--- src/rtl/axi_slv_wr_responder_pkg.sv ---
// axi_slv_pkg: shared types for the AXI3 write-path slave responder.
package axi_slv_pkg;
   localparam int LEN_W = 4;
   localparam int ID_W = 4;
   typedef enum logic [1:0] {OKAY = 2'b00, EXOKAY = 2'b01, SLVERR = 2'b10, DECERR = 2'b11} resp_t;
   typedef struct packed {
      logic [LEN_W-1:0] len;
      logic [ID_W-1:0] id;
   } aw_entry_t;
   typedef struct packed {
      logic [ID_W-1:0] id;
      resp_t resp;
   } b_entry_t;
endpackage

--- src/rtl/axi_slv_wr_responder_if.sv ---
// axi_slv_wr_responder_if: AW/W/B channel bundle between write master and slave responder.
interface axi_slv_wr_responder_if #(
   parameter int AXI_ADDR_W = 32,
   parameter int AXI_ID_W = 4,
   parameter int AXI_DATA_W = 32
);
   logic in_awvalid;
   logic out_awready;
   logic [AXI_ADDR_W-1:0] in_awaddr;
   logic [3:0] in_awlen;
   logic [AXI_ID_W-1:0] in_awid;
   logic in_wvalid;
   logic out_wready;
   logic [AXI_ID_W-1:0] in_wid;
   logic [AXI_DATA_W-1:0] in_wdata;
   logic [AXI_DATA_W/8-1:0] in_wstrb;
   logic in_wlast;
   logic out_bvalid;
   logic in_bready;
   logic [AXI_ID_W-1:0] out_bid;
   logic [1:0] out_bresp;
   modport slave (
      input in_awvalid, in_awaddr, in_awlen, in_awid,
      input in_wvalid, in_wid, in_wdata, in_wstrb, in_wlast, in_bready,
      output out_awready, out_wready, out_bvalid, out_bid, out_bresp
   );
   modport master (
      output in_awvalid, in_awaddr, in_awlen, in_awid,
      output in_wvalid, in_wid, in_wdata, in_wstrb, in_wlast, in_bready,
      input out_awready, out_wready, out_bvalid, out_bid, out_bresp
   );
endinterface

--- src/rtl/axi_slv_wr_responder_fifo.sv ---
// axi_sync_fifo: synchronous FIFO with registered storage, full/empty flags and wrapping pointers.
module axi_sync_fifo #(
   parameter int W = 8,
   parameter int DEPTH = 4
) (
   input logic aclk,
   input logic aresetn,
   input logic push,
   input logic pop,
   input logic [W-1:0] din,
   output logic [W-1:0] dout,
   output logic full,
   output logic empty
);
   localparam int AW = $clog2(DEPTH);
   logic [W-1:0] mem [DEPTH];
   logic [AW-1:0] wp, rp;
   logic [AW:0] cnt;
   logic do_push, do_pop;
   assign full = cnt == (AW+1)'(DEPTH);
   assign empty = cnt == '0;
   assign dout = mem[rp];
   // a pop frees the slot, so a push into a full queue is allowed on the same edge
   assign do_pop = pop && !empty;
   assign do_push = push && (!full || do_pop);
   always_ff @(posedge aclk) begin
      if (!aresetn) begin
         wp <= '0;
         rp <= '0;
         cnt <= '0;
         for (int i = 0; i < DEPTH; i++) mem[i] <= '0;
      end else begin
         if (do_push) begin
            mem[wp] <= din;
            wp <= wp + AW'(1);
         end
         if (do_pop) rp <= rp + AW'(1);
         cnt <= cnt + {{AW{1'b0}}, do_push} - {{AW{1'b0}}, do_pop};
      end
   end
endmodule

--- src/rtl/axi_slv_wr_responder.sv ---
// axi_slv_wr_responder: queues AW, checks W bursts against the head address, returns one B per burst.
module axi_slv_wr_responder
   import axi_slv_pkg::*;
#(
   parameter int AXI_ADDR_W = 32,
   parameter int AXI_ID_W = 4,
   parameter int AXI_DATA_W = 32,
   parameter int SLV_OSTDREQ_NUM = 4
) (
   input logic aclk,
   input logic aresetn,
   axi_slv_wr_responder_if.slave bus,
   output logic [15:0] out_err_cnt
);
   aw_entry_t aw_in, aw_head;
   b_entry_t b_in, b_head;
   logic aw_full, aw_empty, b_full, b_empty;
   logic aw_hs, w_hs, b_hs, last_cnt, retire, bad;
   logic [3:0] beat_cnt;
   logic err_flag;
   resp_t resp;
   logic [AXI_ADDR_W+AXI_DATA_W+AXI_DATA_W/8-1:0] unused_bits;
   assign unused_bits = {bus.in_awaddr, bus.in_wdata, bus.in_wstrb};
   assign bus.out_awready = !aw_full;
   assign bus.out_wready = !aw_empty && !b_full;
   assign bus.out_bvalid = !b_empty;
   assign bus.out_bid = b_head.id;
   assign bus.out_bresp = b_head.resp;
   assign aw_hs = bus.in_awvalid && bus.out_awready;
   assign w_hs = bus.in_wvalid && bus.out_wready;
   assign b_hs = bus.out_bvalid && bus.in_bready;
   assign aw_in = '{len: bus.in_awlen, id: bus.in_awid};
   assign last_cnt = beat_cnt == aw_head.len;
   assign retire = w_hs && (bus.in_wlast || last_cnt);
   // wlast can only disagree with the count on the retiring beat
   assign bad = (bus.in_wlast != last_cnt) || (bus.in_wid != aw_head.id[AXI_ID_W-1:0]);
   assign resp = (err_flag || bad) ? SLVERR : OKAY;
   assign b_in = '{id: aw_head.id, resp: resp};
   axi_sync_fifo #(.W($bits(aw_entry_t)), .DEPTH(SLV_OSTDREQ_NUM)) u_aw_q (
      .aclk(aclk), .aresetn(aresetn), .push(aw_hs), .pop(retire),
      .din(aw_in), .dout(aw_head), .full(aw_full), .empty(aw_empty)
   );
   axi_sync_fifo #(.W($bits(b_entry_t)), .DEPTH(SLV_OSTDREQ_NUM)) u_b_q (
      .aclk(aclk), .aresetn(aresetn), .push(retire), .pop(b_hs),
      .din(b_in), .dout(b_head), .full(b_full), .empty(b_empty)
   );
   always_ff @(posedge aclk) begin
      if (!aresetn) begin
         beat_cnt <= '0;
         err_flag <= 1'b0;
         out_err_cnt <= '0;
      end else if (retire) begin
         beat_cnt <= '0;
         err_flag <= 1'b0;
         if (resp == SLVERR && out_err_cnt != 16'hFFFF) out_err_cnt <= out_err_cnt + 16'd1;
      end else if (w_hs) begin
         beat_cnt <= beat_cnt + 4'd1;
         err_flag <= err_flag || bad;
      end
   end
endmodule

--- src/flat_wrapper.sv ---
// flat-port wrapper written by rule: the top's interface ports become plain ports
module axi_slv_wr_responder_flat import axi_slv_pkg::*;
#(
   parameter int AXI_ADDR_W = 32,
   parameter int AXI_ID_W = 4,
   parameter int AXI_DATA_W = 32,
   parameter int SLV_OSTDREQ_NUM = 4
)
  (aclk, aresetn, out_err_cnt, bus_in_awvalid, bus_in_awaddr, bus_in_awlen, bus_in_awid, bus_in_wvalid, bus_in_wid, bus_in_wdata, bus_in_wstrb, bus_in_wlast, bus_in_bready, bus_out_awready, bus_out_wready, bus_out_bvalid, bus_out_bid, bus_out_bresp);
  axi_slv_wr_responder_if #(.AXI_ADDR_W(AXI_ADDR_W), .AXI_ID_W(AXI_ID_W), .AXI_DATA_W(AXI_DATA_W)) bus_i ();
  input logic aclk;
  input logic aresetn;
  output logic [15:0] out_err_cnt;
  input wire logic [$bits(bus_i.in_awvalid)-1:0] bus_in_awvalid;
  input wire logic [$bits(bus_i.in_awaddr)-1:0] bus_in_awaddr;
  input wire logic [$bits(bus_i.in_awlen)-1:0] bus_in_awlen;
  input wire logic [$bits(bus_i.in_awid)-1:0] bus_in_awid;
  input wire logic [$bits(bus_i.in_wvalid)-1:0] bus_in_wvalid;
  input wire logic [$bits(bus_i.in_wid)-1:0] bus_in_wid;
  input wire logic [$bits(bus_i.in_wdata)-1:0] bus_in_wdata;
  input wire logic [$bits(bus_i.in_wstrb)-1:0] bus_in_wstrb;
  input wire logic [$bits(bus_i.in_wlast)-1:0] bus_in_wlast;
  input wire logic [$bits(bus_i.in_bready)-1:0] bus_in_bready;
  output wire logic [$bits(bus_i.out_awready)-1:0] bus_out_awready;
  output wire logic [$bits(bus_i.out_wready)-1:0] bus_out_wready;
  output wire logic [$bits(bus_i.out_bvalid)-1:0] bus_out_bvalid;
  output wire logic [$bits(bus_i.out_bid)-1:0] bus_out_bid;
  output wire logic [$bits(bus_i.out_bresp)-1:0] bus_out_bresp;
  assign bus_i.in_awvalid = bus_in_awvalid;
  assign bus_i.in_awaddr = bus_in_awaddr;
  assign bus_i.in_awlen = bus_in_awlen;
  assign bus_i.in_awid = bus_in_awid;
  assign bus_i.in_wvalid = bus_in_wvalid;
  assign bus_i.in_wid = bus_in_wid;
  assign bus_i.in_wdata = bus_in_wdata;
  assign bus_i.in_wstrb = bus_in_wstrb;
  assign bus_i.in_wlast = bus_in_wlast;
  assign bus_i.in_bready = bus_in_bready;
  assign bus_out_awready = bus_i.out_awready;
  assign bus_out_wready = bus_i.out_wready;
  assign bus_out_bvalid = bus_i.out_bvalid;
  assign bus_out_bid = bus_i.out_bid;
  assign bus_out_bresp = bus_i.out_bresp;
  axi_slv_wr_responder #(.AXI_ADDR_W(AXI_ADDR_W), .AXI_ID_W(AXI_ID_W), .AXI_DATA_W(AXI_DATA_W), .SLV_OSTDREQ_NUM(SLV_OSTDREQ_NUM)) u_core (.aclk(aclk), .aresetn(aresetn), .bus(bus_i), .out_err_cnt(out_err_cnt));
endmodule
--- config.mk ---
export PLATFORM = sky130hd
export DESIGN_NAME = axi_slv_wr_responder_flat
export DESIGN_NICKNAME = d
export VERILOG_FILES = /design/src/rtl/axi_slv_wr_responder_pkg.sv /design/src/rtl/axi_slv_wr_responder_if.sv /design/src/rtl/axi_slv_wr_responder_fifo.sv /design/src/rtl/axi_slv_wr_responder.sv /design/src/flat_wrapper.sv
export SDC_FILE = /design/constraint.sdc
export NUM_CORES = 1
export LEC_CHECK = 0
export CAP_MARGIN = 25
export CORE_ASPECT_RATIO = 0.5
export CORE_UTILIZATION = 30
export CTS_BUF_LIST = sky130_fd_sc_hd__clkbuf_8
export CTS_CLUSTER_DIAMETER = 80
export DETAILED_ROUTE_END_ITERATION = 6
export PLACE_DENSITY_LB_ADDON = 0.12
export SLEW_MARGIN = 15
export SYNTH_ARGS = -nofsm -noshare
export SYNTH_HDL_FRONTEND = slang
export SYNTH_SLANG_ARGS = --single-unit
--- constraint.sdc ---
create_clock -name aclk -period 4.7 [get_ports aclk]
set_input_delay 0.705 -clock aclk [delete_from_list [all_inputs] [get_ports aclk]]
set_output_delay 0.705 -clock aclk [all_outputs]
set_load 0.02 [all_outputs]
==> results.md, run 1 <==
- Sequential fraction of the synthesis area: 0.556
- CP arrival: 3.79 ns
- Post-Place Cells: 596
- Share of layout cells above drive strength 1: 0.100
- EDFF count, synth: 52
- Leakage: 1.77 nW
- Clock sink count: 91
- Post-cts resize count: 0
- Largest net degree at the start of global routing: 23
- Final Power: 2.17 mW
- Starting Density: 0.309
- Design Area, Final: 0.00497 mm2
- Slew Viols, Final: 0
- Vias in the first global route: 2,829
- XOR/XNOR Fraction of Synth Area: 0.0558
- RSZ-0062 raised after global routing: false
- Yosys top cell area share: 0.371
- Layout area overhead: 18.0%
- Total congestion overflow: 0
- Setup TNS: 0 ns
- CP max stage cell: dfxtp_1
- Dpl hpwl: 6440 um
- Crit Path Class: reg2reg
- Post-CTS Setup Inserts: 0
- H-tree depth: 3
- Post-synthesis compound-gate area fraction: 0.0541
- Rows: 30
- Synth top cells by count: 64 x nor2_1, 52 x edfxtp_1, 39 x dfxtp_1, 36 x nand2_1, 17 x inv_1
- Wire length per cell: 14.1 um
- Initial antenna violation count: 0
- # setup viols final: 0
- Vias/cell: 4.51
- Clock buffer depth: 2
- Core Box Area: 0.0136 mm2
- Die X-Extent: 170 um
- Chip Height: 85.8 um
- Cell count of the worst hold path: 2
- Worst rel slew slack: 0.449
- Reg2Reg Depth: 9
- Proportion of synthesized area in mux cells: 0.0891
- Largest family of logic cells by synthesized area: simple AND/OR/NAND/NOR gates
- Startpoint types: register
- Leading post-synthesis cells by cell area: edfxtp_1 37%, dfxtp_1 19%, mux4_2 6.4%, nor2_1 5.7%, nand2_1 3.2%
- Mean post-synth cell area: 11.2 um2
- Crit Path Max Fanout: 22
- Hold Buf Count CTS: 0
- Outcome: complete, no violations
- Synthesized cell area: 0.00421 mm2
- Number of max-cap violations: 0
- CTS buffer count: 9
- Non-filler cells, final: 612
- Syn_nets: 471
- First-pass GRT wire length: 14,100 um
- Seq cells post-synth: 91
- Clock Latency Late Sink: 0.36 ns
- Setup Skew: 0.00934 ns
- Max Clk Rate: 283 MHz
- Post-synth top area cell: edfxtp_1
- Ports: 111
- CTS tree: yes
- DR DRC count: 0
- Synth Area in Simple Gates: 0.171
- Die Area: 0.0145 mm2
- Post-synth cell types: 41
- Final min period: 3.53 ns
- Asr flop ratio synth: 0
- Initial DRC Count: 117
- Yosys warns: 0
- Pwr Density: 437 mW/mm2
- GRT Total Usage: 0.129
- Slew @ Worst Pin: 0.826 ns
- Routed WL: 8630 um
- Fillers: 1,344
- Gpl congestion: 0.734
- Layout Nets: 510
- Clk slew on worst S/H paths: 0.09 ns
- N_diodes: 0
- Root Buffer: clkbuf_8
- Maximum VDD drop: 0.000146 V
- Min-delay worst type: reg2reg
- Via Count: 2,759
- IO Port Bufs: 41
- CP max stage delay: 0.78 ns
- Tcrit/Tclk final: 0.751
- Post-Synth Adder-Cell Area: 0.0303
- Final hold violations: 0
- Most common cell in the netlist: nor2_1
- Ordered list of cells on the worst path: mux4_2 > xnor2_1 > nand4_1 > ha_1 > nor2_1 > nand4_2 > o21ai_2 > nor3_1 > o21a_1
- CP endpoint kind: register
- Area after DPL: 0.00480 mm2
- CP required: 4.96 ns
- Synth Instances: 376
- Number of iterations in the first detailed-routing pass: 4
- Synth Flop Type: edfxtp_1
- Routed Antenna Nets: 0
-- layout make-up --
class                           count  area (um2)  share of cell area
Timing Repair Buffer               46         448              0.0901
Tap cell                          192         240              0.0483
Multi-Input combinational cell    248        1690               0.340
Clock buffer                       11         151              0.0305
Clock inverter                      5        22.5             0.00453
Sequential cell                    91        2340               0.471
Inverter                           19        76.3              0.0154
-- kinds of logic after synthesis --
kind of cell	after synthesis
DFF	91
and+or+nand+nor	155
xor gates and xnor gates	26
AOI/OAI and AO/OA	35
other	1
adders and majority gates	9
muxes	22
buffers and inverters	37
-- through the flow --
stage                util  setup WS, ns  hold slack, ns
detailed placement  0.352          1.09           0.485
floorplan               -          1.49           0.469
global route        0.365         0.807           0.532
global placement    0.352          1.14           0.474
finish              0.365          1.17           0.492
CTS                 0.365          1.08           0.496
-- where the power goes --
| group | internal (mW) | switching [mW] | total (mW) |
|---|---|---|---|
| registers | 0.953 | 0.0993 | 1.05 |
| clock network | 0.215 | 0.267 | 0.482 |
| logic | 0.303 | 0.336 | 0.639 |
| total | 1.47 | 0.703 | 2.17 |
-- critical path, delay by kind of cell, from the launching register on --
kind | cells | cell delay, ns
AOI/OAI and AO/OA | 2 | 0.92
xor gates and xnor gates | 1 | 0.16
adders and majority gates | 1 | 0.30
DFF | 1 | 0.78
muxes | 1 | 0.61
and+or+nand+nor | 4 | 0.65
-- sequential cells by signal (all words and copies together), names as in the netlist, named ones only --
register / count
u_core.u_b_q.cnt: 3
u_core.u_b_q.rp: 2
u_core.out_err_cnt: 16
u_core.u_aw_q.wp: 2
u_core.u_b_q.wp: 2
u_core.u_aw_q.mem: 32
u_core.u_b_q.mem: 20
u_core.u_aw_q.rp: 2
u_core.u_aw_q.cnt: 3
u_core.beat_cnt: 4
u_core.err_flag: 1
-- placed cells by master, fill, tap and decap left out, types with 2 or more instances in the layout --
cell type and n:
ha_1 7, o21ai_0 6, fa_1 2, clkdlybuf4s50_1 41, nand2_1 36, o21ai_1 4, o31ai_1 4, nand4_1 4
o21a_1 6, nand2b_1 4, a21oi_1 9, dfxtp_1 39, or4_1 4, o211ai_1 3, nor2_1 64, and2_1 14
nand3_1 9, xnor2_1 15, clkinv_2 3, xor2_1 10, mux2_2 4, mux4_2 12, edfxtp_1 52, inv_1 19
nor3_1 6, mux2i_1 6, clkbuf_8 11, buf_4 5, and3_1 2, nor4_1 2, or3_1 7
-- layer usage --
layer  vias up  GRT usage  share of wire
met5         -          0              0
met4         0     0.0426          0.017
met3        13     0.0346          0.033
met2        48      0.229           0.49
met1      1317      0.153           0.46
li1       1381          -              -
-- worst paths after layout --
kind,endpoint,startpoint,slack (ns)
max,u_core.out_err_cnt[14],register,1.17
min,u_core.err_flag,u_core.err_flag,0.49
max reg2reg,u_core.out_err_cnt[14],register,1.17
min reg2reg,u_core.err_flag,u_core.err_flag,0.49
Power figures use the tool's default switching activity.
==> run 2, diff against run 1 <==
==> constraint.sdc (replaced) <==
create_clock -name aclk -period 3.3 [get_ports aclk]
set_input_delay 0.495 -clock aclk [delete_from_list [all_inputs] [get_ports aclk]]
set_output_delay 0.495 -clock aclk [all_outputs]
set_load 0.02 [all_outputs]
==> run 2 against run 1 <==
Effect of this change: first-iteration DRC count rose by 34%; final cell count rose by 0.98%; critical endpoint is now u_core.u_b_q.cnt[2]; clock skew barely moved; highest routed layer unchanged; critical path depth rose by 4; flip-flop and latch count did not move; combinational power rose by 51%; clock power rose by 74%; design area rose by 1.9%; power rose by 51%.
==> results.md, run 2 (synthesis gave the netlist of run 1 again) <==
- CTS buffer count: 9 (unchanged)
- Largest register FFs: 32 (unchanged)
- Number of max-cap violations: 0 (unchanged)
- DR DRC count: 0 (unchanged)
- Vias in the first global route: 2,852 (+0.81%)
- Die Area: 0.0145 mm2 (unchanged)
- Post-Place Cells: 602 (+1.0%)
- Ports: 111 (unchanged)
- Worst hold slack: 0.502 ns (+0.0101 ns)
- Crit Path Class: reg2reg
- Fillers: 1,335 (-0.67%)
- Die X-Extent: 170 um (unchanged)
- Vias/cell: 4.57 (+1.5%)
- # setup viols final: 0 (unchanged)
- Chip Height: 85.8 um (unchanged)
- Slew @ Worst Pin: 0.681 ns (-0.146 ns)
- Hold Buf Count CTS: 0 (unchanged)
- Final hold violations: 0 (unchanged)
- CP required: 3.55 ns (-1.41 ns)
- Layout area overhead: 20.2%
- Clock sink count: 91 (unchanged)
- H-tree depth: 3 (unchanged)
- GRT Total Usage: 0.131 (+0.00112)
- Rows: 30 (unchanged)
- Root Buffer: clkbuf_8
- Clock buffer depth: 2 (unchanged)
- CP arrival: 3.32 ns (-0.47 ns)
- Leakage: 1.81 nW (+2.2%)
- Setup Skew: 0.00914 ns (-0.000202 ns)
- Initial DRC Count: 157 (+34%)
- IO Port Bufs: 41 (unchanged)
- Core Box Area: 0.0136 mm2 (unchanged)
- Most flops, register: u_core.u_aw_q.mem
- Gpl congestion: 0.719 (-2.0%)
- Outcome: complete, no violations
- Pwr Density: 648 mW/mm2 (+48%)
- Starting Density: 0.309 (unchanged)
- Post-cts resize count: 0 (unchanged)
- Worst rel slew slack: 0.545 (+0.0955)
- Final design utilization: 0.372 (+0.00698)
- Final min period: 3.07 ns (-0.459 ns)
- Biggest regs: u_core.u_aw_q.mem: 32 flops, u_core.u_b_q.mem: 20 flops, u_core.out_err_cnt: 16 flops
- Setup TNS: 0 ns (unchanged)
- Min-delay worst type: reg2reg
- Via Count: 2,827 (+2.5%)
- Commonest non-fill, non-tap cell in the layout: nor2_1
- Layout Nets: 516 (+1.2%)
- Maximum VDD drop: 0.000202 V (+38%)
- N_diodes: 0 (unchanged)
- Routed WL: 8850 um (+2.5%)
- Dpl hpwl: 6350 um (-1.4%)
- Startpoint types: register
- Initial antenna violation count: 0 (unchanged)
- Largest net degree at the start of global routing: 27 (+17%)
- RSZ-0062 raised after global routing: false
- Post-CTS Setup Inserts: 0 (unchanged)
- Number of iterations in the first detailed-routing pass: 4 (unchanged)
- Tcrit/Tclk final: 0.931 (+0.180)
- CP endpoint kind: register
- Crit Path Max Fanout: 5 (-77%)
- First-pass GRT wire length: 14,200 um (+0.59%)
- Commonest cells after routing, fill and taps aside: 64 x nor2_1, 52 x edfxtp_1, 41 x clkdlybuf4s50_1, 38 x dfxtp_1, 36 x nand2_1
- CTS tree: yes
- Clock Latency Late Sink: 0.36 ns (about the same)
- Routed Antenna Nets: 0 (unchanged)
- Total congestion overflow: 0 (unchanged)
- Final Power: 3.28 mW (+51%)
- Wire length per cell: 14.3 um (+1.5%)
- Clk slew on worst S/H paths: 0.09 ns (about the same)
- Max Clk Rate: 325 MHz (+15%)
- Slew Viols, Final: 0 (unchanged)
- Non-filler cells, final: 618 (+0.98%)
- Share of layout cells above drive strength 1: 0.120 (+0.0197)
## run 2: critical path, stage by stage (launching register included)
cell and delay (ns):
dfxtp_2 0.45, mux4_2 0.57, xnor2_1 0.16, nand4_1 0.13, ha_1 0.20, nand2b_4 0.17
ha_1 0.29, inv_1 0.06, ha_1 0.14, inv_1 0.05, fa_1 0.37, xor2_1 0.18
xnor2_1 0.14, nor2_1 0.05
## run 2: per-layer routing
| layer | part of all wire | vias up | global-route usage |
|---|---|---|---|
| met5 | 0 | - | 0 |
| met4 | 0.0050 | 0 | 0.0385 |
| met3 | 0.040 | 5 | 0.0378 |
| met2 | 0.49 | 54 | 0.223 |
| met1 | 0.47 | 1383 | 0.161 |
| li1 | - | 1385 | - |
## run 2: final timing paths
path	startpoint	end	slack (ns)	cells past startpoint
setup / recovery	register	u_core.u_b_q.cnt[2]	0.23	13
hold / removal	u_core.out_err_cnt[13]	u_core.out_err_cnt[13]	0.50	2
setup reg to reg	register	u_core.u_b_q.cnt[2]	0.23	13
hold reg to reg	u_core.out_err_cnt[13]	u_core.out_err_cnt[13]	0.50	2
## run 2: report_power, final
part	switching (mW)	internal, mW	total (mW)
registers	0.122	1.36	1.48
logic	0.512	0.452	0.965
clock network	0.407	0.432	0.839
## run 2: stage by stage
step	instance area (um2)	setup WS, ns
after floorplan	4210	0.0867
after global placement	4840	0.121
after detailed placement	4840	0.0707
after CTS	5060	0.0540
after global routing	5060	0.0348
final	5060	0.227
## run 2: layout make-up
cell class	instances	area (um2)	area share
Tap cell	192	240	0.0474
Timing Repair Buffer	52	493	0.0973
Multi-Input combinational cell	248	1690	0.333
Inverter	19	76.3	0.0151
Sequential cell	91	2340	0.463
Clock inverter	7	98.8	0.0195
Clock buffer	9	124	0.0245
